[config.mk]
export PLATFORM = sky130hd
export DESIGN_NAME = ps2_mouse_host
export DESIGN_NICKNAME = d
export VERILOG_FILES = /design/src/rtl/ps2_pkg.sv /design/src/rtl/ps2_frame_rx.sv /design/src/rtl/ps2_mouse_host.sv
export SDC_FILE = /design/constraint.sdc
export NUM_CORES = 1
export LEC_CHECK = 0
export BUFFER_PORTS_ARGS = -buffer_cell sky130_fd_sc_hd__buf_2
export CORE_MARGIN = 1
export CORE_UTILIZATION = 30
export DETAILED_ROUTE_END_ITERATION = 16
export GPL_TIMING_DRIVEN = 0
export PLACE_DENSITY = 0.43
export SLEW_MARGIN = 15
export SYNTH_ARGS = -nofsm -noshare
export SYNTH_HDL_FRONTEND = slang
export SYNTH_SLANG_ARGS = --single-unit
[constraint.sdc]
create_clock -name clk_25 -period 4.9 [get_ports clk_25]
set_clock_uncertainty 0.15 [all_clocks]
set_input_delay 0.49 -clock clk_25 [delete_from_list [all_inputs] [get_ports clk_25]]
set_output_delay 0.49 -clock clk_25 [all_outputs]
set_load 0.005 [all_outputs]
[src/rtl/ps2_pkg.sv]
// Shared definitions for the PS/2 mouse host.
//   CMD_ENABLE / RSP_ACK : Enable-Data-Reporting command and its acknowledge.
//   host_state_t         : host sequencer state (also exported for observation).
//   B0_*                 : bit positions inside the first byte of a stream packet.
package ps2_pkg;

  localparam logic [7:0] CMD_ENABLE = 8'hF4;
  localparam logic [7:0] RSP_ACK    = 8'hFA;

  // First packet byte layout; bits [2:0] are the buttons {middle, right, left}.
  localparam int B0_SYNC  = 3;
  localparam int B0_XSIGN = 4;
  localparam int B0_YSIGN = 5;
  localparam int B0_XOVF  = 6;
  localparam int B0_YOVF  = 7;

  typedef enum logic [2:0] {
    ST_RESET   = 3'd0,
    ST_INHIBIT = 3'd1,
    ST_REQ     = 3'd2,
    ST_SEND    = 3'd3,
    ST_DEV_ACK = 3'd4,
    ST_WAIT_FA = 3'd5,
    ST_STREAM  = 3'd6
  } host_state_t;

endpackage

[src/rtl/ps2_frame_rx.sv]
// PS/2 line conditioning and device-to-host frame receiver.
//   clk_25, clr        : clock, asynchronous active-high reset
//   ps2c_i, ps2d_i     : raw line levels
//   rx_en              : receive frames; when low the bit counter is held at 0
//   tmo_arm            : enable the clock-high watchdog
//   fclk_fall          : one-cycle pulse on a falling edge of the filtered clock
//   fdat               : filtered data level
//   mid_frame          : at least one bit of the current frame has been taken
//   rx_byte/byte_valid : good frame payload, valid for one cycle
//   frame_err          : one-cycle pulse on bad start/parity/stop or watchdog expiry
// The byte interface has no back-pressure: byte_valid and frame_err are
// mutually exclusive single-cycle strobes the consumer must take when seen.
module ps2_frame_rx
  #(parameter int FILT_LEN    = 8,
    parameter int TIMEOUT_CYC = 50000)
  (input  logic       clk_25,
   input  logic       clr,
   input  logic       ps2c_i,
   input  logic       ps2d_i,
   input  logic       rx_en,
   input  logic       tmo_arm,
   output logic       fclk_fall,
   output logic       fdat,
   output logic       mid_frame,
   output logic [7:0] rx_byte,
   output logic       byte_valid,
   output logic       frame_err);

  localparam int TW = $clog2(TIMEOUT_CYC + 1);
  localparam logic [TW-1:0] TMO_LAST = TW'(TIMEOUT_CYC - 1);

  logic [FILT_LEN-1:0] c_sr, d_sr;
  logic                fclk, fclk_d;
  logic [3:0]          bit_cnt;
  logic [9:0]          sh;
  logic [TW-1:0]       tmo_cnt;
  logic                tmo_hit;
  logic                frame_ok;

  assign fclk_fall = fclk_d & ~fclk;
  assign mid_frame = (bit_cnt != 4'd0);
  assign tmo_hit   = tmo_arm & fclk & (tmo_cnt == TMO_LAST);

  // At the stop-bit fall sh holds start (bit 0), data (8:1) and parity (9).
  assign frame_ok  = ~sh[0] & fdat & (^sh[9:1]);

  // Glitch filter: the filtered level only moves once every tap agrees.
  always_ff @(posedge clk_25 or posedge clr) begin
    if (clr) begin
      c_sr   <= '1;
      d_sr   <= '1;
      fclk   <= 1'b1;
      fdat   <= 1'b1;
      fclk_d <= 1'b1;
    end else begin
      c_sr   <= {c_sr[FILT_LEN-2:0], ps2c_i};
      d_sr   <= {d_sr[FILT_LEN-2:0], ps2d_i};
      fclk_d <= fclk;
      if (&c_sr)       fclk <= 1'b1;
      else if (~|c_sr) fclk <= 1'b0;
      if (&d_sr)       fdat <= 1'b1;
      else if (~|d_sr) fdat <= 1'b0;
    end
  end

  // Watchdog counts consecutive filtered-clock-high cycles while armed.
  always_ff @(posedge clk_25 or posedge clr) begin
    if (clr)                           tmo_cnt <= '0;
    else if (!tmo_arm || !fclk || tmo_hit) tmo_cnt <= '0;
    else                               tmo_cnt <= tmo_cnt + 1'b1;
  end

  always_ff @(posedge clk_25 or posedge clr) begin
    if (clr) begin
      bit_cnt    <= 4'd0;
      sh         <= '0;
      rx_byte    <= 8'h00;
      byte_valid <= 1'b0;
      frame_err  <= 1'b0;
    end else begin
      byte_valid <= 1'b0;
      frame_err  <= 1'b0;
      if (tmo_hit) begin
        bit_cnt   <= 4'd0;
        frame_err <= 1'b1;
      end else if (!rx_en) begin
        bit_cnt <= 4'd0;
      end else if (fclk_fall) begin
        if (bit_cnt == 4'd10) begin
          bit_cnt <= 4'd0;
          if (frame_ok) begin
            rx_byte    <= sh[8:1];
            byte_valid <= 1'b1;
          end else begin
            frame_err <= 1'b1;
          end
        end else begin
          sh      <= {fdat, sh[9:1]};
          bit_cnt <= bit_cnt + 4'd1;
        end
      end
    end
  end

endmodule

[src/rtl/ps2_mouse_host.sv]
// PS/2 mouse host: sends Enable-Data-Reporting, waits for the acknowledge,
// then decodes 3-byte stream packets into buttons, deltas and a cursor
// position clamped to [0, X_MAX] x [0, Y_MAX].
//   clk_25, clr        : clock, asynchronous active-high reset
//   ps2c_i, ps2d_i     : raw line levels
//   ps2c_oe, ps2d_oe   : pull the line low when 1
//   ready              : acknowledge received, stream decoding active
//   buttons, dx, dy    : fields of the last good packet (dx/dy raw 9-bit signed)
//   x_pos, y_pos       : accumulated cursor position
//   pkt_valid          : one-cycle strobe when the packet outputs update
//   err                : sticky fault flag, cleared by the next pkt_valid
//   fsm_state          : current host sequencer state
module ps2_mouse_host
  import ps2_pkg::*;
  #(parameter int FILT_LEN    = 8,
    parameter int INHIBIT_CYC = 2500,
    parameter int TIMEOUT_CYC = 50000,
    parameter int POS_W       = 10,
    parameter int X_MAX       = 639,
    parameter int Y_MAX       = 479)
  (input  logic             clk_25,
   input  logic             clr,
   input  logic             ps2c_i,
   input  logic             ps2d_i,
   output logic             ps2c_oe,
   output logic             ps2d_oe,
   output logic             ready,
   output logic [2:0]       buttons,
   output logic [8:0]       dx,
   output logic [8:0]       dy,
   output logic [POS_W-1:0] x_pos,
   output logic [POS_W-1:0] y_pos,
   output logic             pkt_valid,
   output logic             err,
   output host_state_t      fsm_state);

  localparam int AW = POS_W + 2;
  localparam int IW = $clog2(INHIBIT_CYC + 1);
  localparam logic [IW-1:0]    INH_LAST = IW'(INHIBIT_CYC - 1);
  localparam logic [POS_W-1:0] X_LIM    = POS_W'(X_MAX);
  localparam logic [POS_W-1:0] Y_LIM    = POS_W'(Y_MAX);
  localparam logic [POS_W-1:0] X_HOME   = POS_W'(X_MAX / 2);
  localparam logic [POS_W-1:0] Y_HOME   = POS_W'(Y_MAX / 2);

  host_state_t state, state_nx;
  logic [IW-1:0]  inh_cnt;
  logic [10:0]    tx_sh;
  logic [3:0]     tx_cnt;
  logic [1:0]     byte_idx;
  logic [2:0]     b0_btn;
  logic           b0_xs, b0_ys, b0_xo, b0_yo;
  logic [7:0]     b1;
  logic           rx_en, tmo_arm;
  logic           fclk_fall, fdat, mid_frame, byte_valid, frame_err;
  logic [7:0]     rx_byte;
  logic signed [AW-1:0] dx_acc, dy_acc, x_sum, y_sum;
  logic [POS_W-1:0]     x_next, y_next;

  assign fsm_state = state;

  ps2_frame_rx #(.FILT_LEN(FILT_LEN), .TIMEOUT_CYC(TIMEOUT_CYC)) u_rx (
    .clk_25     (clk_25),
    .clr        (clr),
    .ps2c_i     (ps2c_i),
    .ps2d_i     (ps2d_i),
    .rx_en      (rx_en),
    .tmo_arm    (tmo_arm),
    .fclk_fall  (fclk_fall),
    .fdat       (fdat),
    .mid_frame  (mid_frame),
    .rx_byte    (rx_byte),
    .byte_valid (byte_valid),
    .frame_err  (frame_err)
  );

  function automatic logic [POS_W-1:0] clamp(input logic signed [AW-1:0] v,
                                             input logic [POS_W-1:0]     hi);
    if (v[AW-1])                      return '0;
    else if (v > $signed({2'b00, hi})) return hi;
    else                              return v[POS_W-1:0];
  endfunction

  // Overflowed axes contribute nothing; screen y grows downward.
  always_comb begin
    dx_acc = b0_xo ? '0 : {{(AW-9){b0_xs}}, b0_xs, b1};
    dy_acc = b0_yo ? '0 : {{(AW-9){b0_ys}}, b0_ys, rx_byte};
    x_sum  = $signed({2'b00, x_pos}) + dx_acc;
    y_sum  = $signed({2'b00, y_pos}) - dy_acc;
    x_next = clamp(x_sum, X_LIM);
    y_next = clamp(y_sum, Y_LIM);
  end

  always_comb begin
    state_nx = state;
    ps2c_oe  = 1'b0;
    ps2d_oe  = 1'b0;
    rx_en    = 1'b0;
    tmo_arm  = 1'b0;
    unique case (state)
      ST_RESET:   state_nx = ST_INHIBIT;
      ST_INHIBIT: begin
        ps2c_oe = 1'b1;
        if (inh_cnt == INH_LAST) state_nx = ST_REQ;
      end
      // Data low with clock released is the request-to-send (start bit).
      ST_REQ: begin
        ps2d_oe  = 1'b1;
        state_nx = ST_SEND;
      end
      ST_SEND: begin
        ps2d_oe = ~tx_sh[0];
        tmo_arm = 1'b1;
        if (frame_err)                        state_nx = ST_INHIBIT;
        else if (fclk_fall && tx_cnt == 4'd9) state_nx = ST_DEV_ACK;
      end
      ST_DEV_ACK: begin
        tmo_arm = 1'b1;
        if (frame_err)              state_nx = ST_INHIBIT;
        else if (fclk_fall && !fdat) state_nx = ST_WAIT_FA;
      end
      ST_WAIT_FA: begin
        rx_en   = 1'b1;
        tmo_arm = 1'b1;
        if (frame_err)       state_nx = ST_INHIBIT;
        else if (byte_valid) state_nx = (rx_byte == RSP_ACK) ? ST_STREAM : ST_INHIBIT;
      end
      ST_STREAM: begin
        rx_en   = 1'b1;
        tmo_arm = mid_frame | (byte_idx != 2'd0);
      end
      default: state_nx = ST_RESET;
    endcase
  end

  always_ff @(posedge clk_25 or posedge clr) begin
    if (clr) begin
      state     <= ST_RESET;
      inh_cnt   <= '0;
      tx_sh     <= '1;
      tx_cnt    <= 4'd0;
      byte_idx  <= 2'd0;
      b0_btn    <= 3'd0;
      b0_xs     <= 1'b0;
      b0_ys     <= 1'b0;
      b0_xo     <= 1'b0;
      b0_yo     <= 1'b0;
      b1        <= 8'h00;
      ready     <= 1'b0;
      buttons   <= 3'd0;
      dx        <= 9'd0;
      dy        <= 9'd0;
      x_pos     <= X_HOME;
      y_pos     <= Y_HOME;
      pkt_valid <= 1'b0;
      err       <= 1'b0;
    end else begin
      state     <= state_nx;
      pkt_valid <= 1'b0;
      inh_cnt   <= (state == ST_INHIBIT) ? inh_cnt + 1'b1 : '0;

      // Bit 0 is the start bit already on the line; each device fall moves on.
      if (state == ST_REQ) begin
        tx_sh  <= {1'b1, ~^CMD_ENABLE, CMD_ENABLE, 1'b0};
        tx_cnt <= 4'd0;
      end else if (state == ST_SEND && fclk_fall) begin
        tx_sh  <= {1'b1, tx_sh[10:1]};
        tx_cnt <= tx_cnt + 4'd1;
      end

      if (state == ST_WAIT_FA && byte_valid && rx_byte == RSP_ACK) ready <= 1'b1;

      if (frame_err) begin
        err      <= 1'b1;
        byte_idx <= 2'd0;
      end else if (state == ST_STREAM && byte_valid) begin
        unique case (byte_idx)
          2'd0: begin
            // Without the sync bit this cannot be a first byte: stay aligned at 0.
            if (rx_byte[B0_SYNC]) begin
              b0_btn   <= rx_byte[2:0];
              b0_xs    <= rx_byte[B0_XSIGN];
              b0_ys    <= rx_byte[B0_YSIGN];
              b0_xo    <= rx_byte[B0_XOVF];
              b0_yo    <= rx_byte[B0_YOVF];
              byte_idx <= 2'd1;
            end
          end
          2'd1: begin
            b1       <= rx_byte;
            byte_idx <= 2'd2;
          end
          default: begin
            byte_idx  <= 2'd0;
            buttons   <= b0_btn;
            dx        <= {b0_xs, b1};
            dy        <= {b0_ys, rx_byte};
            x_pos     <= x_next;
            y_pos     <= y_next;
            pkt_valid <= 1'b1;
            err       <= 1'b0;
          end
        endcase
      end
    end
  end

endmodule
After elaboration in Yosys (flattened, before gate mapping)
Cells that the tools add are included.
W data, S select, Z words.
{"block": "totals", "out_inout_bits": 49, "reg_bits": 150, "inputBits": 4, "elab_cells": 159}
{"block": "op_classes", "n_lt_le_gt_ge": 2, "eq_ne": 21, "n_bitwise": 14, "n_reduce_logical": 33, "muxes": 53, "add_sub_neg": 6}
{"cell": "$mux W10", "count": 4}
{"cell": "$mux W12", "count": 3}
{"cell": "$mux W3", "count": 8}
{"cell": "$mux W4", "count": 6}
{"cell": "$mux W1", "count": 22}
{"cell": "$mux W11", "count": 2}
{"cell": "$pmux W3 S7", "count": 1}
{"cell": "$add A16 B1 Y16 const B", "count": 1}
{"cell": "$eq A16 B16 Y1 const B", "count": 1}
{"cell": "$mux W16", "count": 1}
{"cell": "$reduce_and A8 Y1", "count": 2}
{"cell": "$reduce_or A8 Y1", "count": 2}
{"cell": "$add A11 B12 Y12", "count": 1}
{"cell": "$add A12 B1 Y12 const B", "count": 1}
{"cell": "$eq A12 B12 Y1 const B", "count": 1}
{"cell": "$gt A12 B10 Y1 const B", "count": 1}
{"cell": "$gt A12 B11 Y1 const B", "count": 1}
{"cell": "$sub A11 B12 Y12", "count": 1}
{"cell": "$reduce_and A5 Y1", "count": 2}
{"cell": "$eq A3 B3 Y1 const B", "count": 3}
{"cell": "$reduce_xor A9 Y1", "count": 1}
{"cell": "$add A4 B1 Y4 const B", "count": 2}
{"cell": "$eq A4 B4 Y1 const B", "count": 2}
{"cell": "$eq A8 B8 Y1 const B", "count": 1}
{"cell": "other kinds (26)", "count": 59}

Logic depth before layout (Yosys ltp)
Gate-level depths: netlist of run 1.
{"block": "logic_depth", "depth_word": 8, "mapped_depth": 11}

Cells and area by module
Synthesis of run 1 repeated with hierarchy kept, for this count alone.
{"block": "hier_totals", "hier_cells": 745, "hier_area_um2": 7643.6}
{"module": "ps2_mouse_host", "seq_area_each_um2": 2282.2, "instances": 1, "cells_per_inst": 543, "area_each_um2": 5106.1}
{"module": "ps2_frame_rx", "seq_area_each_um2": 1500.2, "instances": 1, "cells_per_inst": 202, "area_each_um2": 2537.4}

Worst setup path before layout of run 1
No wires, ideal clock.
{"block": "synth_path", "kind": "register to register", "from": "register b0_xo", "to": "register x_pos[6]", "setup_slack_ns": 2.159, "path_stages_with_launch": 12, "arrival_ns": 2.526, "path_cell_list": "dfrtp_1 -> nor2b_1 -> ha_1 -> inv_1 -> fa_1 -> nor2b_1 -> o2111ai_1 -> and2_1 -> o311ai_0 -> nor2_1 -> o221ai_4 -> o221a_2"}
{"block": "synth_via", "elab_chain_len": 5}
{"element": "from (decl)", "line": "ps2_mouse_host.sv:51", "rtl": "logic b0_xs, b0_ys, b0_xo, b0_yo;"}
{"element": "from (signal assigned)", "line": "ps2_mouse_host.sv:183", "rtl": "b0_xo <= rx_byte[B0_XOVF];"}
{"element": "$mux W12 *", "line": "ps2_mouse_host.sv:85", "rtl": "dx_acc = b0_xo ? '0 : {{(AW-9){b0_xs}}, b0_xs, b1};"}
{"element": "$add A11 B12 Y12 *", "line": "ps2_mouse_host.sv:87", "rtl": "x_sum = $signed({2'b00, x_pos}) + dx_acc;"}
{"element": "$gt A12 B11 Y1", "line": "ps2_mouse_host.sv:79", "rtl": "else if (v > $signed({2'b00, hi})) return hi;"}
{"element": "$mux W10", "line": "ps2_mouse_host.sv:79"}
{"element": "$mux W10 *", "line": "ps2_mouse_host.sv:78", "rtl": "if (v[AW-1]) return '0;"}
{"element": "to (signal assigned)", "line": "ps2_mouse_host.sv:197", "rtl": "x_pos <= x_next;"}
{"element": "to (decl)", "line": "ps2_mouse_host.sv:31", "rtl": "output logic [POS_W-1:0] x_pos,"}
Mark *: on every way between the ends. The rest lies on a longest branch, timed or not.
A chain may end at the register's enable or synchronous reset.

Final worst setup path of run 1
{"block": "layout_path", "from": "register b0_xo", "to": "register x_pos[1]"}
The elaborated chain is that of the path after synthesis.

==> metrics, run 1 <==
status completed; post-synthesis xor/xnor area fraction 5.43%; reg2reg setup slack 1.58 ns; TritonCTS clock tree done; Fillers 2482; clk_lat worst skew 0.42 ns; # H-tree levels 4; DIE AREA 0.0259 mm2; clk sinks 149; Max Clk Rate 302 MHz; Yosys warnings 0; Final Hold Fails 0; antenna violations before repair 0; Clock transition at path regs 0.07 ns; hold path startpoint u_rx.c_sr[5]$_DFF_PP1_; footprint of the multi-input gates 0.00358 mm2; Post-Route Setup TNS 0 ns; adder-cell area share of the yosys netlist 5.48%; postcts setup bufs 0; pwr/cell area 287 mW/mm2; Synth area leaders dfrtp_1 (35%), dfstp_2 (15%), nand2_1 (5.8%); synthesized area per cell 10.4 um2; R2R cell count 11; Via density 4.79; num rows 57; IR drop worst, VDD 214 uV; io pins 53; area growth from synthesis to layout 17.2%; CTS max path bufs 2; Pins Over Slew Limit 0; Min-Delay Endpoint u_rx.c_sr[6]$_DFF_PP1_; reg2reg start b0_xo$_DFFE_PP0P_; Initial Utilization 30.9%; Synth async-reset ratio 100%; first-pass GRT wire length 28.9 mm; register area share after synthesis 49.9%; post_cts resized 0; RSZ-0062 raised after global routing no; die width 161 um; Unique masters post-synth 75; I/O Buffers 52; Compound-Gate Fraction of Synth Area 11.2%; dpl cells 1105; register bit total from synthesis 149; GRT Util Overall 14.1%; Worst-Margin Slew 0.763 ns; top_reg_cell synth dfrtp_1; vias in the first global route 5573; GP Congestion 0.913; Crit path required time 5.11 ns; vias 5457; fin cells 1140; Final setup viols 0; count leader, synth nand2_1; Crit Path Max Fanout 10; WS Path Type reg2reg; Max-slew headroom 48.9%; TritonCTS buffer count 17; share of cells above drive strength 1 23.7%; mapped cell area 0.00759 mm2; Post-Synth Simple-Gate Area 20.0%; Root Buffer clkbuf_16; area occupied by registers 0.00378 mm2; synth cell count leaders nand2_1 (117), dfrtp_1 (106), nor2_1 (59); Post-synth EDFFs 0; Routed WL 17.0 mm; CORE AREA 0.0245 mm2; Worst EP arrival 3.53 ns; leak pwr 4.12 nW; fraction of synthesized area in multiplexers 5.16%; hold path cells 0; Routed Antenna Nets 0; first drt pass iteration count 4; post-layout net count 839; largest area contributor in the netlist dfrtp_1; Final HPWL DP 12.3 mm; Setup crit end kind register; pin count of the biggest net entering global routing 102; Iter 0 DRT Violations 213; reg2reg end x_pos[1]$_DFFE_PP1P_; Diodes inserted 0; total grt overflow 0; fin crit period 3.32 ns; synthesized netlist cell count 728; largest family of logic cells by synthesized area simple AND/OR/NAND/NOR gates; Hold Path Class reg2reg; drc violations 0; Critical Path Source Type register; Hold-fix buffers, CTS 2; area share of the largest cell type after synthesis 35.0%; max-capacitance violation count 0; Die Height 161 um; Avg WL per Cell 14.9 um; Mapped Nets 764; Final period util 67.7%
-- state kept, by name, summed over array words and instances (netlist names), 4 cells and up --
signal / cells
u_rx.tmo_cnt: 16
inh_cnt: 12
tx_sh: 10
u_rx.sh: 10
x_pos: 10
y_pos: 10
dx: 9
dy: 9
b1: 8
u_rx.c_sr: 8
u_rx.d_sr: 8
u_rx.rx_byte: 8
tx_cnt: 4
u_rx.bit_cnt: 4
-- worst max-delay path, stage by stage, from the launching register on --
cell	delay, ns
dfrtp_1	0.49
nor2b_1	0.25
ha_1	0.22
inv_1	0.06
fa_1	0.40
nor2b_1	0.18
o2111ai_1	0.18
and2_1	0.19
o311ai_0	0.47
nor2_1	0.14
o221ai_4	0.29
o221a_2	0.25
-- worst max-delay path by stage --
stage                                       end              start  slack (ns)  depth (start not counted)
final                      x_pos[1]$_DFFE_PP1P_  b0_xo$_DFFE_PP0P_        1.58                         11
after global routing       x_pos[0]$_DFFE_PP1P_  b0_xo$_DFFE_PP0P_        1.37                         11
after CTS                  x_pos[1]$_DFFE_PP1P_  b0_xo$_DFFE_PP0P_        1.54                         11
after detailed placement   x_pos[1]$_DFFE_PP1P_  b0_xo$_DFFE_PP0P_        1.57                         11
after global placement     inh_cnt[9]$_DFF_PP0_                clr       -1.45                          2
after floorplan           b0_btn[0]$_DFFE_PP0P_                clr        0.32                          1
-- cells by family (layout without fill, tap and decap cells) --
family	count (synthesis)	after routing
multiplexers	35	35
AND/OR/NAND/NOR	309	309
buffers and inverters	47	135
XOR/XNOR	47	47
AO/OA/AOI/OAI	109	109
adder cells (fa/ha/maj)	32	32
flip-flops	149	149
-- layer usage --
metal | vias to the layer above | global-route usage (%) | part of all wire [%]
li1 | 2686 | - | -
met1 | 2695 | 18.0 | 47
met2 | 72 | 24.2 | 50
met3 | 4 | 3.26 | 2.4
met4 | 0 | 3.26 | 0.55
met5 | - | 0 | 0
-- layout make-up --
cell class              count  share of cell area [%]
inverters                  27                    1.37
repair buffers             56                    3.58
well taps                 324                    4.56
clock buffers              18                    4.83
plain buffers              20                    1.21
clock inverters            14                    1.59
flip-flops and latches    149                    42.6
multi-input cells         532                    40.3
-- layout by cell type, fill, tap and decap left out, types with 3 or more instances in the layout --
cell	instances
dfstp_2	43
and3_1	7
buf_4	3
nor2_1	59
buf_2	57
o21a_1	5
clkbuf_1	11
o211ai_1	3
or4_1	3
xor2_1	19
a21o_1	10
nor3_1	13
nand2b_1	17
a21oi_1	23
inv_6	6
ha_1	30
o221a_2	7
nand2_1	117
clkinv_4	4
nor4b_1	3
dlygate4sd3_1	3
nand3b_1	4
nand4_1	11
xnor2_1	28
a211oi_1	4
a31oi_1	5
nand3_1	38
dfrtp_1	106
inv_1	24
nor2b_1	15
clkbuf_16	17
a211o_1	3
mux2_2	31
and2_1	5
o21ai_0	18
-- per-stage QoR --
step                      worst slack, ns  total power (W)  utilization [%]  hold WS (ns)  cell area [um2]
after floorplan                     0.323          0.00129                -         0.202             7590
after global placement              -1.45          0.00130             33.6         0.204             8250
after detailed placement             1.57          0.00130             33.8         0.208             8290
after CTS                            1.54          0.00260             36.2       0.00201             8880
after global routing                 1.37          0.00266             36.2         0.223             8890
final                                1.58          0.00255             36.2         0.215             8890
-- where the power goes --
group	internal [W]	total, W	switching (W)
sequential	0.00124	0.00125	0.00000535
clock	0.000714	0.00127	0.000559
combinational	0.00000607	0.0000318	0.0000257
total	0.00196	0.00255	0.000590
No activity file was read; power rests on OpenSTA's default activity.
==> inputs of run 2 (changes only) <==
==> constraint.sdc (replaced) <==
create_clock -name clk_25 -period 3.4 [get_ports clk_25]
set_clock_uncertainty 0.15 [all_clocks]
set_input_delay 0.34 -clock clk_25 [delete_from_list [all_inputs] [get_ports clk_25]]
set_output_delay 0.34 -clock clk_25 [all_outputs]
set_load 0.005 [all_outputs]
==> run 2 against run 1 <==
Sequential power rose by 44%. Clock power rose by 41%. Cell count rose by 0.26%. Routed wire length rose by 0.88%. Maximum frequency rose by 7.8%. Non-clock buffer count rose by 3. Die area did not move. Worst hold slack got worse by 0.00065 ns. Largest power group is now registers.
==> metrics, run 2 (same netlist as run 1, synthesis figures left out) <==
vias 5466 (was 5457); first drt pass iteration count 5 (was 4); total grt overflow 0 (unchanged); fin cells 1143 (was 1140); Regs by FF count u_rx.tmo_cnt (16), inh_cnt (12) (unchanged); Final HPWL DP 12.6 mm (was 12.3 mm); most frequent cells in the layout nand2_1 (117), dfrtp_1 (106), nor2_1 (59), buf_2 (57), dfstp_2 (43) (unchanged); die width 161 um (unchanged); Fillers 2513 (was 2482); antenna violations before repair 0 (unchanged); post-layout net count 842 (was 839); footprint of the multi-input gates 0.00359 mm2 (was 0.00358 mm2); Critical Path Source Type register (unchanged); Setup crit end kind register (unchanged); max-capacitance violation count 0 (unchanged); Initial Utilization 30.9% (unchanged); Pins Over Slew Limit 0 (unchanged); CTS max path bufs 2 (unchanged); fin crit period 3.08 ns (was 3.32 ns); Crit Path Max Fanout 10 (unchanged); fin util 36.4% (was 36.2%); vias in the first global route 5601 (was 5573); Diodes inserted 0 (unchanged); Final setup viols 0 (unchanged); commonest non-fill, non-tap cell in the layout nand2_1 (unchanged); Post-Place Worst Slack 0.102 ns (was 1.57 ns); Clock transition at path regs 0.07 ns (about the same); I/O Buffers 52 (unchanged); clk_lat worst skew 0.42 ns (about the same); TritonCTS buffer count 17 (unchanged); Final Hold Fails 0 (unchanged); io pins 53 (unchanged); first-pass GRT wire length 29.1 mm (was 28.9 mm); Max-slew headroom 50.8% (was 48.9%); pwr/cell area 408 mW/mm2 (was 287 mW/mm2); GRT Util Overall 14.2% (was 14.1%); Max Clk Rate 325 MHz (was 302 MHz); Reg with most FFs u_rx.tmo_cnt (unchanged); max reg flops 16 (unchanged); GP Congestion 0.913 (about the same); area growth from synthesis to layout 17.7% (was 17.2%); dpl cells 1108 (was 1105); hold slack 0.215 ns (about the same); DIE AREA 0.0259 mm2 (unchanged); drc violations 0 (unchanged); RSZ-0062 raised after global routing no (unchanged); Crit path required time 3.56 ns (was 5.11 ns); CORE AREA 0.0245 mm2 (unchanged); status completed (unchanged); IR drop worst, VDD 225 uV (was 214 uV); Routed WL 17.1 mm (was 17.0 mm); WS Path Type reg2reg (unchanged); TritonCTS clock tree done (unchanged); Worst-Margin Slew 0.734 ns (was 0.763 ns); num rows 57 (unchanged); Via density 4.78 (was 4.79); hold path cells 0 (unchanged); pin count of the biggest net entering global routing 38 (was 102); Worst EP arrival 3.23 ns (was 3.53 ns); # H-tree levels 4 (unchanged); Routed Antenna Nets 0 (unchanged); Root Buffer clkbuf_16 (unchanged); R2R cell count 11 (unchanged); Iter 0 DRT Violations 198 (was 213); Die Height 161 um (unchanged); slack of the critical path 0.325 ns (was 1.58 ns); Avg WL per Cell 15.0 um (was 14.9 um); Post-Route Setup TNS 0 ns (unchanged); Final period util 90.4% (was 67.7%); area occupied by registers 0.00378 mm2 (unchanged); clk sinks 149 (unchanged); share of cells above drive strength 1 24.1% (was 23.7%); leak pwr 4.12 nW (about the same); Hold Path Class reg2reg (unchanged)
## run 2: critical path, cell delays in order (launching register included)
cell	delay, ns
dfrtp_1	0.50
nor2b_1	0.22
ha_1	0.20
inv_1	0.05
fa_1	0.39
nor2b_1	0.18
o2111ai_1	0.19
nand3_1	0.16
a211o_1	0.23
and3_4	0.23
o221ai_4	0.16
o221a_2	0.28
## run 2: where the power goes
| group | internal, W | leakage [nW] | switching (W) |
|---|---|---|---|
| registers | 0.00179 | 1.91 | 0.00000767 |
| logic | 0.0000145 | 1.95 | 0.0000383 |
| clock network | 0.000976 | 0.261 | 0.000811 |
## run 2: metal layers
layer / vias up / share of wire (%) / GRT usage, % / wire, um
met5: - / 0 / 0 / 0
met4: 0 / 1.4 / 5.06 / 241
met3: 17 / 2.9 / 2.67 / 496
met2: 81 / 48 / 23.4 / 8250
met1: 2675 / 48 / 18.5 / 8160
li1: 2693 / - / - / -
## run 2: final cells by class
class                           instances  share of cell area, %
Inverter                               27                   1.32
Clock buffer                           19                   4.96
Sequential cell                       149                   42.4
Timing Repair Buffer                   59                   4.15
Tap cell                              324                   4.54
Clock inverter                         13                   1.28
Multi-Input combinational cell        532                   40.2
Buffer                                 20                   1.20
## run 2: what timing repair did
item	in CTS	in global routing
hold buffers	3	0
hold endpoints to repair	10	0
endpoints found under the setup margin	0	7
gates resized for setup	0	2
buffers inserted	0	0
## run 2: final timing paths
path | start | to | slack, ns
hold reg to reg | u_rx.c_sr[5]$_DFF_PP1_ | u_rx.c_sr[6]$_DFF_PP1_ | 0.21
hold / removal | u_rx.c_sr[5]$_DFF_PP1_ | u_rx.c_sr[6]$_DFF_PP1_ | 0.21
setup / recovery | b0_xo$_DFFE_PP0P_ | x_pos[6]$_DFFE_PP0P_ | 0.32
max in group asynchronous | clr | inh_cnt[6]$_DFF_PP0_ | 1.74
min in group asynchronous | clr | y_pos[8]$_DFFE_PP0P_ | 0.35
setup reg to reg | b0_xo$_DFFE_PP0P_ | x_pos[6]$_DFFE_PP0P_ | 0.32
## run 2: stage by stage
stage               total power (W)  area (um2)
global route                0.00379        8930
CTS                         0.00371        8920
detailed placement          0.00188        8340
finish                      0.00364        8930
floorplan                   0.00186        7590
global placement            0.00187        8260
==> inputs of run 3 (changes only) <==
--- a/config.mk
+++ b/config.mk
@@ -10,7 +10,7 @@
 export CORE_UTILIZATION = 30
 export DETAILED_ROUTE_END_ITERATION = 16
 export GPL_TIMING_DRIVEN = 0
-export PLACE_DENSITY = 0.43
+export PLACE_DENSITY_LB_ADDON = 0.05
 export SLEW_MARGIN = 15
 export SYNTH_ARGS = -nofsm -noshare
 export SYNTH_HDL_FRONTEND = slang
==> run 3 against run 2 <==
Flip-flop and latch count unchanged. Global-route usage fell by 0.097 points. Critical path depth fell by 3. Cell count hardly changed. Non-clock buffer count rose by 1. Core utilization increased by 0.32 points. Routed wire length up 0.68%. Setup slack got worse by 0.063 ns. Sequential share of layout area is 0.36 points lower. Register-to-register slack got worse by 0.06 ns. Sequential power about the same. Critical path type unchanged. Largest cell class unchanged.
==> metrics, run 3 (same netlist as run 1, synthesis figures left out) <==
Final period util 92.3% (was 90.4%); vias in the first global route 5590 (was 5601); status completed (unchanged); Root Buffer clkbuf_16 (unchanged); Die Height 161 um (unchanged); Via density 4.78 (about the same); drc violations 0 (unchanged); Crit path required time 3.61 ns (was 3.56 ns); fin crit period 3.14 ns (was 3.08 ns); Final Hold Fails 0 (unchanged); total grt overflow 0 (unchanged); num rows 57 (unchanged); DIE AREA 0.0259 mm2 (unchanged); Min-Delay Endpoint u_rx.c_sr[7]$_DFF_PP1_ (was u_rx.c_sr[6]$_DFF_PP1_); R2R cell count 8 (was 11); hold path cells 0 (unchanged); TritonCTS buffer count 17 (unchanged); Routed Antenna Nets 0 (unchanged); CORE AREA 0.0245 mm2 (unchanged); first-pass GRT wire length 29.0 mm (was 29.1 mm); pin count of the biggest net entering global routing 34 (was 38); Setup crit end kind register (unchanged); Post-Route Setup TNS 0 ns (unchanged); Reg with most FFs u_rx.tmo_cnt (unchanged); RSZ-0062 raised after global routing no (unchanged); I/O Buffers 52 (unchanged); clk_lat worst skew 0.42 ns (about the same); max reg flops 16 (unchanged); most frequent cells in the layout nand2_1 (117), dfrtp_1 (106), nor2_1 (59), buf_2 (57), dfstp_2 (43) (unchanged); reg2reg end x_pos[0]$_DFFE_PP1P_ (was x_pos[6]$_DFFE_PP0P_); # H-tree levels 4 (unchanged); Final setup viols 0 (unchanged); met2 WL post-DR 8.33 mm (was 8.25 mm); Final HPWL DP 12.7 mm (was 12.6 mm); Worst-Margin Slew 0.784 ns (was 0.734 ns); Critical Path Source Type register (unchanged); io pins 53 (unchanged); routed wl met3 585 um (was 496 um); max-capacitance violation count 0 (unchanged); top sig layer met4 (unchanged); Crit Path Max Fanout 10 (unchanged); post-layout net count 843 (was 842); leak pwr 4.17 nW (was 4.12 nW); M1 WL 8.12 mm (was 8.16 mm); CTS max path bufs 2 (unchanged); Worst EP arrival 3.35 ns (was 3.23 ns); Diodes inserted 0 (unchanged); hold slack 0.215 ns (about the same); WS Path Type reg2reg (unchanged); Max Clk Rate 319 MHz (was 325 MHz); antenna violations before repair 0 (unchanged); Max-slew headroom 47.4% (was 50.8%); GP Congestion 0.868 (was 0.913); GRT Util Overall 14.1% (was 14.2%); Initial Utilization 30.9% (unchanged); Iter 0 DRT Violations 258 (was 198); share of cells above drive strength 1 24.1% (about the same); reg2reg setup slack 0.26 ns (was 0.32 ns); Clock transition at path regs 0.07 ns (about the same); reg2reg start b0_xo$_DFFE_PP0P_ (unchanged); die width 161 um (unchanged); pwr/cell area 427 mW/mm2 (was 408 mW/mm2); TritonCTS clock tree done (unchanged); hold path startpoint u_rx.c_sr[6]$_DFF_PP1_ (was u_rx.c_sr[5]$_DFF_PP1_); Regs by FF count u_rx.tmo_cnt (16), inh_cnt (12) (unchanged); postcts setup bufs 0 (unchanged); IR drop worst, VDD 288 uV (was 225 uV); Pins Over Slew Limit 0 (unchanged); Avg WL per Cell 15.1 um (was 15.0 um); Hold Path Class reg2reg (unchanged); vias 5474 (was 5466); first drt pass iteration count 6 (was 5); Routed WL 17.3 mm (was 17.1 mm); area growth from synthesis to layout 18.7% (was 17.7%); clk sinks 149 (unchanged); commonest non-fill, non-tap cell in the layout nand2_1 (unchanged)
## run 3: where the power goes
group	internal (W)	switching [W]
logic	0.0000168	0.0000385
clock network	0.00119	0.000804
registers	0.00179	0.00000739
total	0.00300	0.000850
## run 3: worst max-delay path, cell delays in order, from the launching register on
cell and delay [ns]:
dfrtp_1 0.49, nor2b_1 0.53, ha_1 0.43, a21oi_1 0.21, a21boi_0 0.32, o21ai_2 0.16
and3_4 0.23, o221ai_4 0.31, o221a_2 0.25
## run 3: worst max-delay path by stage
stage,slack (ns),start,cells after the start,to
6_report,0.26,b0_xo$_DFFE_PP0P_,8,x_pos[0]$_DFFE_PP1P_
5_1_grt,0.07,b0_xo$_DFFE_PP0P_,8,x_pos[0]$_DFFE_PP1P_
4_1_cts,0.08,b0_xo$_DFFE_PP0P_,11,x_pos[0]$_DFFE_PP1P_
3_5_place_dp,0.1,b0_xo$_DFFE_PP0P_,11,x_pos[2]$_DFFE_PP1P_
3_3_place_gp,0.05,clr,2,x_pos[6]$_DFFE_PP0P_
2_1_floorplan,0.66,b0_xo$_DFFE_PP0P_,11,x_pos[6]$_DFFE_PP0P_
## run 3: area by class of cell
type                       count  area (um2)
buffer                        20         108
clock buffer                  19         443
clock inverter                13         171
fill                        2517       15500
inverter                      27         118
multi-input combinational    532        3590
sequential                   149        3780
tap                          324         405
timing repair buffer          60         390
## run 3: metal layers
| layer | up-vias | GRT usage [%] |
|---|---|---|
| li1 | 2696 | - |
| met1 | 2670 | 18.2 |
| met2 | 91 | 23.3 |
| met3 | 17 | 3.39 |
| met4 | 0 | 4.33 |
| met5 | - | 0 |
## run 3: what timing repair did
item	in CTS	in global routing
endpoints found under the setup margin	0	7
hold buffers	3	0
gates resized for setup	0	2
hold endpoints to repair	13	0
## run 3: stage by stage
stage	total power (W)	worst slack [ns]	instances	utilization [%]	instance area [um2]
floorplan	0.00186	0.659	728	-	7590
global placement	0.00187	0.0477	1104	33.6	8260
detailed placement	0.00189	0.0953	1109	34.1	8360
CTS	0.00393	0.0789	1144	36.7	9000
global route	0.00398	0.0742	1144	36.7	9010
finish	0.00385	0.262	1144	36.7	9010
